`src/rtl/updown_pkg.sv`:
```
// updown_pkg: direction constants and next-value selector shared by the up/down counter.
package updown_pkg;
    localparam logic DIR_UP = 1'b1;
    localparam logic DIR_DN = 1'b0;
    typedef enum logic [2:0] {HOLD, INC, DEC, LOAD, WRAP_LO, WRAP_HI} nxt_sel_e;
endpackage

```
`src/rtl/updown_next.sv`:
```
// updown_next: combinational next-count, wrap and load-error decode for updown_counter_p.
module updown_next
    import updown_pkg::*;
#(
    parameter int              WIDTH   = 4,
    parameter logic [WIDTH-1:0] MAX_VAL = '1
) (
    input  logic [WIDTH-1:0] count_i,
    input  logic             en_i,
    input  logic             mode_i,
    input  logic             load_i,
    input  logic [WIDTH-1:0] load_val_i,
    input  logic             sat_i,
    output logic [WIDTH-1:0] count_d_o,
    output logic             wrap_d_o,
    output logic             err_set_o
);
    logic     at_max, at_zero, up, oor;
    nxt_sel_e sel;
    assign at_max  = count_i == MAX_VAL;
    assign at_zero = count_i == '0;
    assign up      = mode_i == DIR_UP;
    assign oor     = load_val_i > MAX_VAL;
    // Saturation reuses HOLD at the boundary while still flagging wrap.
    always_comb begin
        sel = load_i ? LOAD :
              !en_i  ? HOLD :
              up     ? (at_max  ? (sat_i ? HOLD : WRAP_LO) : INC) :
                       (at_zero ? (sat_i ? HOLD : WRAP_HI) : DEC);
        count_d_o = sel == LOAD    ? (oor ? MAX_VAL : load_val_i) :
                    sel == INC     ? count_i + 1'b1 :
                    sel == DEC     ? count_i - 1'b1 :
                    sel == WRAP_LO ? '0 :
                    sel == WRAP_HI ? MAX_VAL : count_i;
        wrap_d_o  = !load_i && en_i && (up ? at_max : at_zero);
        err_set_o = load_i && oor;
    end
endmodule

```
`src/rtl/updown_counter_p.sv`:
```
// updown_counter_p: bounded up/down counter with load, wrap pulse and sticky load error.
// Define UPDN_SAT_EN to add the sat input that saturates instead of wrapping.
module updown_counter_p
    import updown_pkg::*;
#(
    parameter int               WIDTH   = 4,
    parameter logic [WIDTH-1:0] MAX_VAL = '1,
    parameter logic [WIDTH-1:0] RST_VAL = '0
) (
    input  logic             clk,
    input  logic             rst,
    input  logic             en,
    input  logic             mode,
    input  logic             load,
    input  logic [WIDTH-1:0] load_val,
    input  logic             clr_err,
`ifdef UPDN_SAT_EN
    input  logic             sat,
`endif
    output logic [WIDTH-1:0] count,
    output logic             tc,
    output logic             wrap,
    output logic             err
);
    logic [WIDTH-1:0] count_q, count_d;
    logic             wrap_q, wrap_d, err_q, err_d, err_set, sat_w;
`ifdef UPDN_SAT_EN
    assign sat_w = sat;
`else
    assign sat_w = 1'b0;
`endif
    updown_next #(.WIDTH(WIDTH), .MAX_VAL(MAX_VAL)) u_next (
        .count_i   (count_q),
        .en_i      (en),
        .mode_i    (mode),
        .load_i    (load),
        .load_val_i(load_val),
        .sat_i     (sat_w),
        .count_d_o (count_d),
        .wrap_d_o  (wrap_d),
        .err_set_o (err_set)
    );
    // A new out-of-range load wins over a simultaneous clear.
    assign err_d = err_set || (err_q && !clr_err);
    always_ff @(posedge clk or posedge rst) begin
        if (rst) begin
            count_q <= RST_VAL;
            wrap_q  <= 1'b0;
            err_q   <= 1'b0;
        end else begin
            count_q <= count_d;
            wrap_q  <= wrap_d;
            err_q   <= err_d;
        end
    end
    assign count = count_q;
    assign wrap  = wrap_q;
    assign err   = err_q;
    assign tc    = mode == DIR_UP ? count_q == MAX_VAL : count_q == '0;
endmodule

```
`config.mk`:
```
export PLATFORM = sky130hd
export DESIGN_NAME = updown_counter_p
export DESIGN_NICKNAME = d
export VERILOG_FILES = /design/src/rtl/updown_pkg.sv /design/src/rtl/updown_next.sv /design/src/rtl/updown_counter_p.sv
export SDC_FILE = /design/constraint.sdc
export NUM_CORES = 1
export LEC_CHECK = 0
export BUFFER_PORTS_ARGS = -buffer_cell sky130_fd_sc_hd__buf_2
export CAP_MARGIN = 10
export CORE_AREA = 2 2 39 41
export CTS_BUF_LIST = sky130_fd_sc_hd__clkbuf_4
export DETAILED_ROUTE_END_ITERATION = 10
export DIE_AREA = 0 0 41 43
export PLACE_DENSITY = 0.56
export SYNTH_ARGS = -nofsm -noshare
export SYNTH_HDL_FRONTEND = slang
export SYNTH_SLANG_ARGS = --single-unit
```
`constraint.sdc`:
```
create_clock -name clk -period 1.8 [get_ports clk]
set_clock_uncertainty 0.15 [all_clocks]
set_input_delay 0.18 -clock clk [delete_from_list [all_inputs] [get_ports clk]]
set_output_delay 0.18 -clock clk [all_outputs]
set_load 0.01 [all_outputs]
```
# == Word level (Yosys, flattened, before mapping) ==
# Cells that the tools add are included.
# totals
input_bits,10
register_bits,6
elab_cells,33
output_inout_bits,7
# op_classes
eq_ne,6
muxes,12
magnitude_cmp,1
reduce_logical,9
add_sub_neg,2
# ops
cell,count
4-bit two-way mux,6
3-bit two-way mux,5
3-bit by 2-bit equality test with 1-bit output (second input constant),2
3-bit equality test (second input constant),2
5-bit nonzero test,1
4-bit by 1-bit adder with 4-bit output (second input constant),1
4-bit equality test (second input constant),1
4-bit > comparator (second input constant),1
1-bit logical AND,4
4-bit zero test,1
4-bit by 1-bit subtractor with 4-bit output (second input constant),1
3-bit by 1-bit equality test with 1-bit output (second input constant),1
1-bit zero test,2
1-bit logical OR,1
1-bit two-way mux,1

# == Logic depth before layout (Yosys ltp) ==
# Gate-level depths: netlist of the first run.
# logic_depth
ltp_word,11
mapped_depth,6
mapped_depth_nobuf,6

# == Cells and area by module ==
# From an unflattened synthesis of the first run, not the netlist that was laid out.
# hier_totals
cells_unflattened,73
hier_area_um2,614.3
# modules_own_cells
module,n_inst,cells_per_inst,seq_area_each_um2,area_each_um2
updown_next,1,60,0.0,421.7
updown_counter_p,1,13,150.1,192.7

# == Worst setup path after synthesis of the first run ==
# No wires, ideal clock.
# synth_path
path_type,flip-flop to flip-flop
startpoint,reg count_q[0] (netlist: count[0])
endpoint,reg wrap_q (netlist: wrap)
stages_incl_launch_ff,6
required_time_ns,1.583
path_buffers,0
setup_ns,0.067
t_arrival_ns,1.459
slack_ns,0.124
path_cell_list,dfrtp_1 inv_1 ha_1 or3b_4 o21ai_2 and3b_1
# synth_via
elab_chain_cells,3
# synth_lines
element,line_no,source
"start, declared",updown_counter_p.sv:25,"logic [WIDTH-1:0] count_q, count_d;"
"start signal, assigned",updown_counter_p.sv:51,count_q <= count_d;
4-bit equality test / 4-bit zero test (equally long branches),-,
1-bit two-way mux *,-,
net tc,updown_counter_p.sv:21,"output logic tc,"
1-bit logical AND *,updown_next.sv:35,wrap_d_o = !load_i && en_i && (up ? at_max : at_zero);
net u_next.wrap_d_o,updown_next.sv:15,"output logic wrap_d_o,"
"end signal, assigned",updown_counter_p.sv:52,wrap_q <= wrap_d;
"end, declared",updown_counter_p.sv:26,"logic wrap_q, wrap_d, err_q, err_d, err_set, sat_w;"
# The timed path passes the listed nets; every way through them passes the cells marked *.
# A chain may end at the register's enable or synchronous reset.

# == Worst setup path after layout of the first run ==
# layout_path
startpoint,reg count_q[0] (netlist: count[0])
endpoint,out tc
# layout_via
elab_chain_cells,2
# layout_lines
element,line_no,source
4-bit equality test / 4-bit zero test (equally long branches),updown_counter_p.sv:59,assign tc = mode == DIR_UP ? count_q == MAX_VAL : count_q == '0;
1-bit two-way mux *,updown_counter_p.sv:59,
"end, declared",updown_counter_p.sv:21,
# Mark *: on every way between the ends. The rest lies on a longest branch, timed or not.

==> results of run 1 <==
per-layer routing:
metal | GRT usage | up-vias
li1 | - | 234
met1 | 0.169 | 212
met2 | 0.225 | 11
met3 | 0.0785 | 0
met4 | 0.0400 | 0
met5 | 0 | -
cell usage in the layout (no fill, tap or decap), drive strengths merged:
| cell | netlist | layout |
|---|---|---|
| o31ai | 1 | 1 |
| xor2 | 1 | 1 |
| ha | 2 | 2 |
| nor3 | 1 | 1 |
| a31oi | 2 | 2 |
| o22ai | 1 | 1 |
| dlygate4sd3 | 0 | 4 |
| clkbuf | 0 | 3 |
| buf | 2 | 22 |
| o21ai | 7 | 7 |
| nand3b | 1 | 1 |
| mux2 | 1 | 1 |
| and3b | 1 | 1 |
| nor2b | 1 | 1 |
| nor3b | 2 | 2 |
| or3b | 1 | 1 |
| a21oi | 4 | 4 |
| o21a | 1 | 1 |
| and3 | 1 | 1 |
| inv | 3 | 3 |
| nand3 | 1 | 1 |
| nor2 | 1 | 1 |
| o32ai | 1 | 1 |
| nand2 | 7 | 7 |
| dfrtp | 6 | 6 |
| or2b | 1 | 1 |
critical path, cell delays in order, from the launching register on:
cell     delay, ns
dfrtp_1       0.42
inv_1         0.08
ha_2          0.17
or3b_4        0.38
o21ai_2       0.15
buf_2         0.15
worst max-delay path by stage:
stage / endpoint / from / slack (ns)
after floorplan: wrap / count[0] / 0.12
after global placement: tc / count[0] / 0.12
after detailed placement: tc / count[0] / 0.12
after CTS: tc / count[0] / -0.11
after global routing: tc / count[0] / -0.19
final: tc / count[0] / -0.11
layout make-up:
class                           instances  area, sq um  area share
Sequential cell                         6          150       0.234
Inverter                                3         11.3      0.0176
Timing Repair Buffer                   26          169       0.264
Multi-Input combinational cell         39          268       0.418
Clock buffer                            3         22.5      0.0352
Tap cell                               16         20.0      0.0313
logic make-up (layout without fill, tap and decap cells):
kind of cell	count (synthesis)	in the layout	synth area share
compound gates	17	17	0.237
xor+xnor	1	1	0.0197
fa+ha+maj	2	2	0.0563
buf+inv	6	32	0.0901
flops	6	6	0.338
mux	1	1	0.0254
simple gates	18	18	0.234
through the flow:
stage          hold slack (ns)  std cells  TNS (ns)
5_1_grt                 0.0297         93    -0.489
3_5_place_dp           -0.0486         82         0
2_1_floorplan           -0.179         51         0
3_3_place_gp           -0.0463         82         0
4_1_cts                0.00944         91    -0.114
6_report                0.0127         93    -0.267
repair_timing:
item / 4_1_cts / 5_1_grt
endpoints found under the setup margin: 1 / 3
hold buffers: 4 / 0
buffers inserted: 2 / 2
gates resized for setup: 0 / 4
pin swaps: 0 / 6
endpoints found under the hold margin: 9 / 0
power by group through the flow:
| stage | registers (mW) | logic, mW | clock network (mW) |
|---|---|---|---|
| after CTS | 0.170 | 0.139 | 0.129 |
| after detailed placement | 0.172 | 0.126 | 0 |
| after global routing | 0.174 | 0.171 | 0.133 |
| after global placement | 0.171 | 0.125 | 0 |
| final | 0.170 | 0.153 | 0.123 |
| after floorplan | 0.168 | 0.0905 | 0 |
sequential cells by signal, summed over array words and instances (netlist names):
register,count
err,1
wrap,1
count,4
==> summary.txt, run 1 <==
WL met1: 428 microns
initial antenna violation count: 0
I/O pins: 17
Mapped Cells: 51
Cell Rows: 14
unrepaired setup endpoints after global routing: yes
EDFF count, synth: 0
post-layout min period: 1.91 ns
Final Max Tran Viols: 0
min-delay src: load_val[3]
metal2 WL: 542 microns
VDD IR max: 0.000450 V
Comb power frac: 0.343
clock-pin slew on the worst setup and hold paths: 0.04 ns
endpoints failing hold: 0
Final Cycle Share: 1.06
final setup margin: -0.112 ns
outcome: complete, but fails checks
Startpoint Class: flip-flop
FILL cells: 136
Clock Path Buffers: 2
die footprint: 1760 sq um
H-tree levels: 1
CTS tree: yes
cell with the most instances after synthesis: nand2_1
DP Worst Slack: 0.123 ns
post-synth top area cell: dfrtp_1
sequential share of power: 0.382
nets: 91
critical path type: flip-flop to output port
Clock Power Share: 0.275
Least-Margin Pin Slew: 0.357 ns
Crit path arrival time: 1.58 ns
commonest cells in the netlist: nand2_1, dfrtp_1, o21ai_0
Most used DFF post-synth: dfrtp_1
layout cells sized above 1: 0.429
routed wl met3: 61 microns
reg-to-reg slack, setup: -0.08 ns
Ys Warns: 0
Net Sw Frac: 0.316
core area: 1380 sq um
first-pass GRT wire length: 1.73 mm
Cell Area, Synth: 444 sq um
Synth top area share: 0.338
Power, Total: 0.446 mW
Congestion Overflow GR: 0
reg2reg path depth: 8
WHS Endpoint: count[3]
clk root buf: clkbuf_4
TritonCTS Buffers: 3
pin count of the biggest net entering global routing: 12
routed vias: 457
Vert. Die Dim: 43 microns
Final Core Density: 0.463
synthesized area per cell: 8.71 sq um
P&R area growth vs syn: 44.2%
Fmax achieved: 523 MHz
initial core utilization: 0.321
critical path endpoint category: output port
Reg-to-Reg End: count[1]
hold depth: 3
Worst-Skew Late Latency: 0.25 ns
drt total wl: 1.03 mm
Reg2Reg Launch Point: count[0]
Initial DRC Count: 2
GR Util All Layers: 0.146
antenna viol nets, final: 0
cell internal pwr: 0.305 mW
power density over the cells: 697 nW/um^2
post-route cell area: 641 sq um
leakage: 0.312 nW
async set-reset flop share out of synthesis: 1.00
Switching Power: 0.141 mW
Routed WL per cell: 11.1 microns
Worst EP required: 1.47 ns
routability cong.: 0.700
failing checks: setup timing
sequential area share after synthesis: 0.338
vias in the first global route: 426
Synth cell types: 29
antenna fix cells: 0
die width: 41 microns
Max-cap violations: 0
drt pass-1 iters: 3
# setup viols final: 3
Via density: 4.91
# port buffers: 16
Remaining DRCs: 0
DP Area: 531 sq um
CTS Sinks: 6
hpwl dp: 752 microns
max_slew headroom: 0.762
Min-Delay Path Class: primary input to flip-flop
critical path fanouts, max: 6
#FFs+latches synth: 6
main area contributors after synthesis: dfrtp_1, nand2_1, ha_1
Post-Syn Nets: 63
highest metal layer with signal wires: met3
Power figures use the tool's default switching activity.
==> run 2: changes to the inputs <==
CORE_AREA = 5 5 42 44   (was 2 2 39 41)
CTS_CLUSTER_SIZE = 20   (was unset)
DIE_AREA = 0 0 47 49   (was 0 0 41 43)
==> summary.txt, run 2 (synthesis gave the netlist of run 1 again) <==
Via density: 4.99 (+1.5%)
Vert. Die Dim: 49 microns (+14%)
Remaining DRCs: 0 (unchanged)
max_slew headroom: 0.763 (about the same)
multi-input logic area: 272 sq um (+1.4%)
drt total wl: 1.16 mm (+12%)
cell family with most CP delay: flip-flops
H-tree levels: 1 (unchanged)
Routed WL per cell: 12.2 microns (+10%)
vias in the first global route: 448 (+5.2%)
Clock Path Buffers: 2 (unchanged)
failing checks: hold timing, setup timing
hpwl dp: 803 microns (+6.8%)
antenna fix cells: 0 (unchanged)
Worst EP required: 1.47 ns (about the same)
Final Core Density: 0.470 (+0.00671)
Seq. cell area: 150 sq um (unchanged)
# port buffers: 16 (unchanged)
clk root buf: clkbuf_4
DP Worst Slack: 0.160 ns (+0.0368 ns)
critical path fanouts, max: 3 (-3)
antenna viol nets, final: 0 (unchanged)
CTS Sinks: 6 (unchanged)
power density over the cells: 705 nW/um^2 (+1.2%)
I/O pins: 17 (unchanged)
initial antenna violation count: 0 (unchanged)
reg-to-reg slack, setup: 0.10 ns (+0.18 ns)
unrepaired setup endpoints after global routing: yes
VDD IR max: 0.000311 V (-31%)
most frequent cells in the layout: buf_2, buf_4, nand2_1, dfrtp_1, dlygate4sd3_1
number of flip-flops in the largest register: 4 (unchanged)
Worst-Skew Late Latency: 0.25 ns (about the same)
routability cong.: 0.756 (+8.0%)
P&R area growth vs syn: 48.2%
Hold WS: -0.000399 ns (-0.0131 ns)
nets: 93 (+2.2%)
final setup margin: -0.0696 ns (+0.0421 ns)
Initial DRC Count: 5 (+3)
reg2reg path depth: 7 (-1)
leakage: 0.317 nW (+1.5%)
die width: 47 microns (+15%)
Final Max Tran Viols: 0 (unchanged)
# setup viols final: 1 (-2)
critical path type: flip-flop to output port
Critical Path Stages: 5 (unchanged)
endpoints failing hold: 1 (+1)
clock-pin slew on the worst setup and hold paths: 0.05 ns (about the same)
outcome: complete, but fails checks
post-layout min period: 1.87 ns (-0.0421 ns)
worst path buffer plus inverter count: 2 (unchanged)
pin count of the biggest net entering global routing: 12 (unchanged)
Startpoint Class: flip-flop
Final Cycle Share: 1.04 (-0.0234)
initial core utilization: 0.317 (-0.00401)
Fmax achieved: 535 MHz (+2.2%)
hold depth: 3 (unchanged)
layout cells sized above 1: 0.456 (+0.0271)
first-pass GRT wire length: 1.91 mm (+11%)
die footprint: 2300 sq um (+31%)
crit-path cells: inv_2 -> ha_4 -> or3b_4 -> o21ai_2 -> buf_2
Max-cap violations: 0 (unchanged)
Least-Margin Pin Slew: 0.356 ns (-0.00108 ns)
critical path endpoint category: output port
TritonCTS Buffers: 3 (unchanged)
Crit path arrival time: 1.54 ns (-0.04 ns)
most common cell after layout, fill and taps aside: buf_2
FILL cells: 147 (+8.1%)
Min-Delay Path Class: primary input to flip-flop
Cell Rows: 14 (unchanged)
routed vias: 474 (+3.7%)
worst stage delay on the critical path: 0.40 ns (-0.02 ns)
Critical-path top delay cell: dfrtp_1
CTS tree: yes
drt pass-1 iters: 4 (+1)
GR Util All Layers: 0.115 (-0.0308)
Congestion Overflow GR: 0 (unchanged)
core area: 1400 sq um (+1.3%)
[run 2: path summary, 6_finish.rpt]
| kind | endpoint | start |
|---|---|---|
| hold reg to reg | err | err |
| setup / recovery | tc | count[0] |
| hold / removal | count[3] | load_val[3] |
| setup reg to reg | count[1] | count[0] |
| max in group asynchronous | count[3] | rst |
| min in group asynchronous | count[0] | rst |
[run 2: stage by stage]
stage | setup TNS [ns] | cell area [sq um] | power [mW] | cells
2_1_floorplan | 0 | 444 | 0.259 | 51
3_3_place_gp | 0 | 546 | 0.308 | 84
3_5_place_dp | 0 | 546 | 0.307 | 84
4_1_cts | -0.0624 | 638 | 0.456 | 94
5_1_grt | -0.115 | 658 | 0.499 | 95
6_report | -0.0696 | 658 | 0.464 | 95
[run 2: power by group]
part	internal (mW)	leakage [nW]	switching, mW
Clock	0.0758	0.0138	0.0545
Sequential	0.147	0.0757	0.0152
Combinational	0.0905	0.227	0.0809
[run 2: per-layer routing]
| layer | wire length (microns) | track usage | part of all wire |
|---|---|---|---|
| met1 | 478 | 0.136 | 0.41 |
| met2 | 554 | 0.174 | 0.48 |
| met3 | 100 | 0.0590 | 0.086 |
| met4 | 26 | 0.0415 | 0.022 |
| met5 | 0 | 0 | 0 |
[run 2: timing repair]
action,in CTS,in global routing
resized for setup,2,4
hold buffers,5,0
pin swaps,1,2
cloned,0,0
buffers inserted,2,1
hold endpoints to repair,10,0
endpoints found under the setup margin,1,2
[run 2: area by class of cell]
cell class | count | area share
Inverter | 3 | 0.0171
Sequential cell | 6 | 0.228
Tap cell | 16 | 0.0304
Multi-Input combinational cell | 39 | 0.413
Clock buffer | 3 | 0.0342
Timing Repair Buffer | 28 | 0.278
[run 2: worst min-delay path, cell delays in order]
cell	delay (ns)
buf_2	0.07
a21oi_1	0.05
o31ai_1	0.06
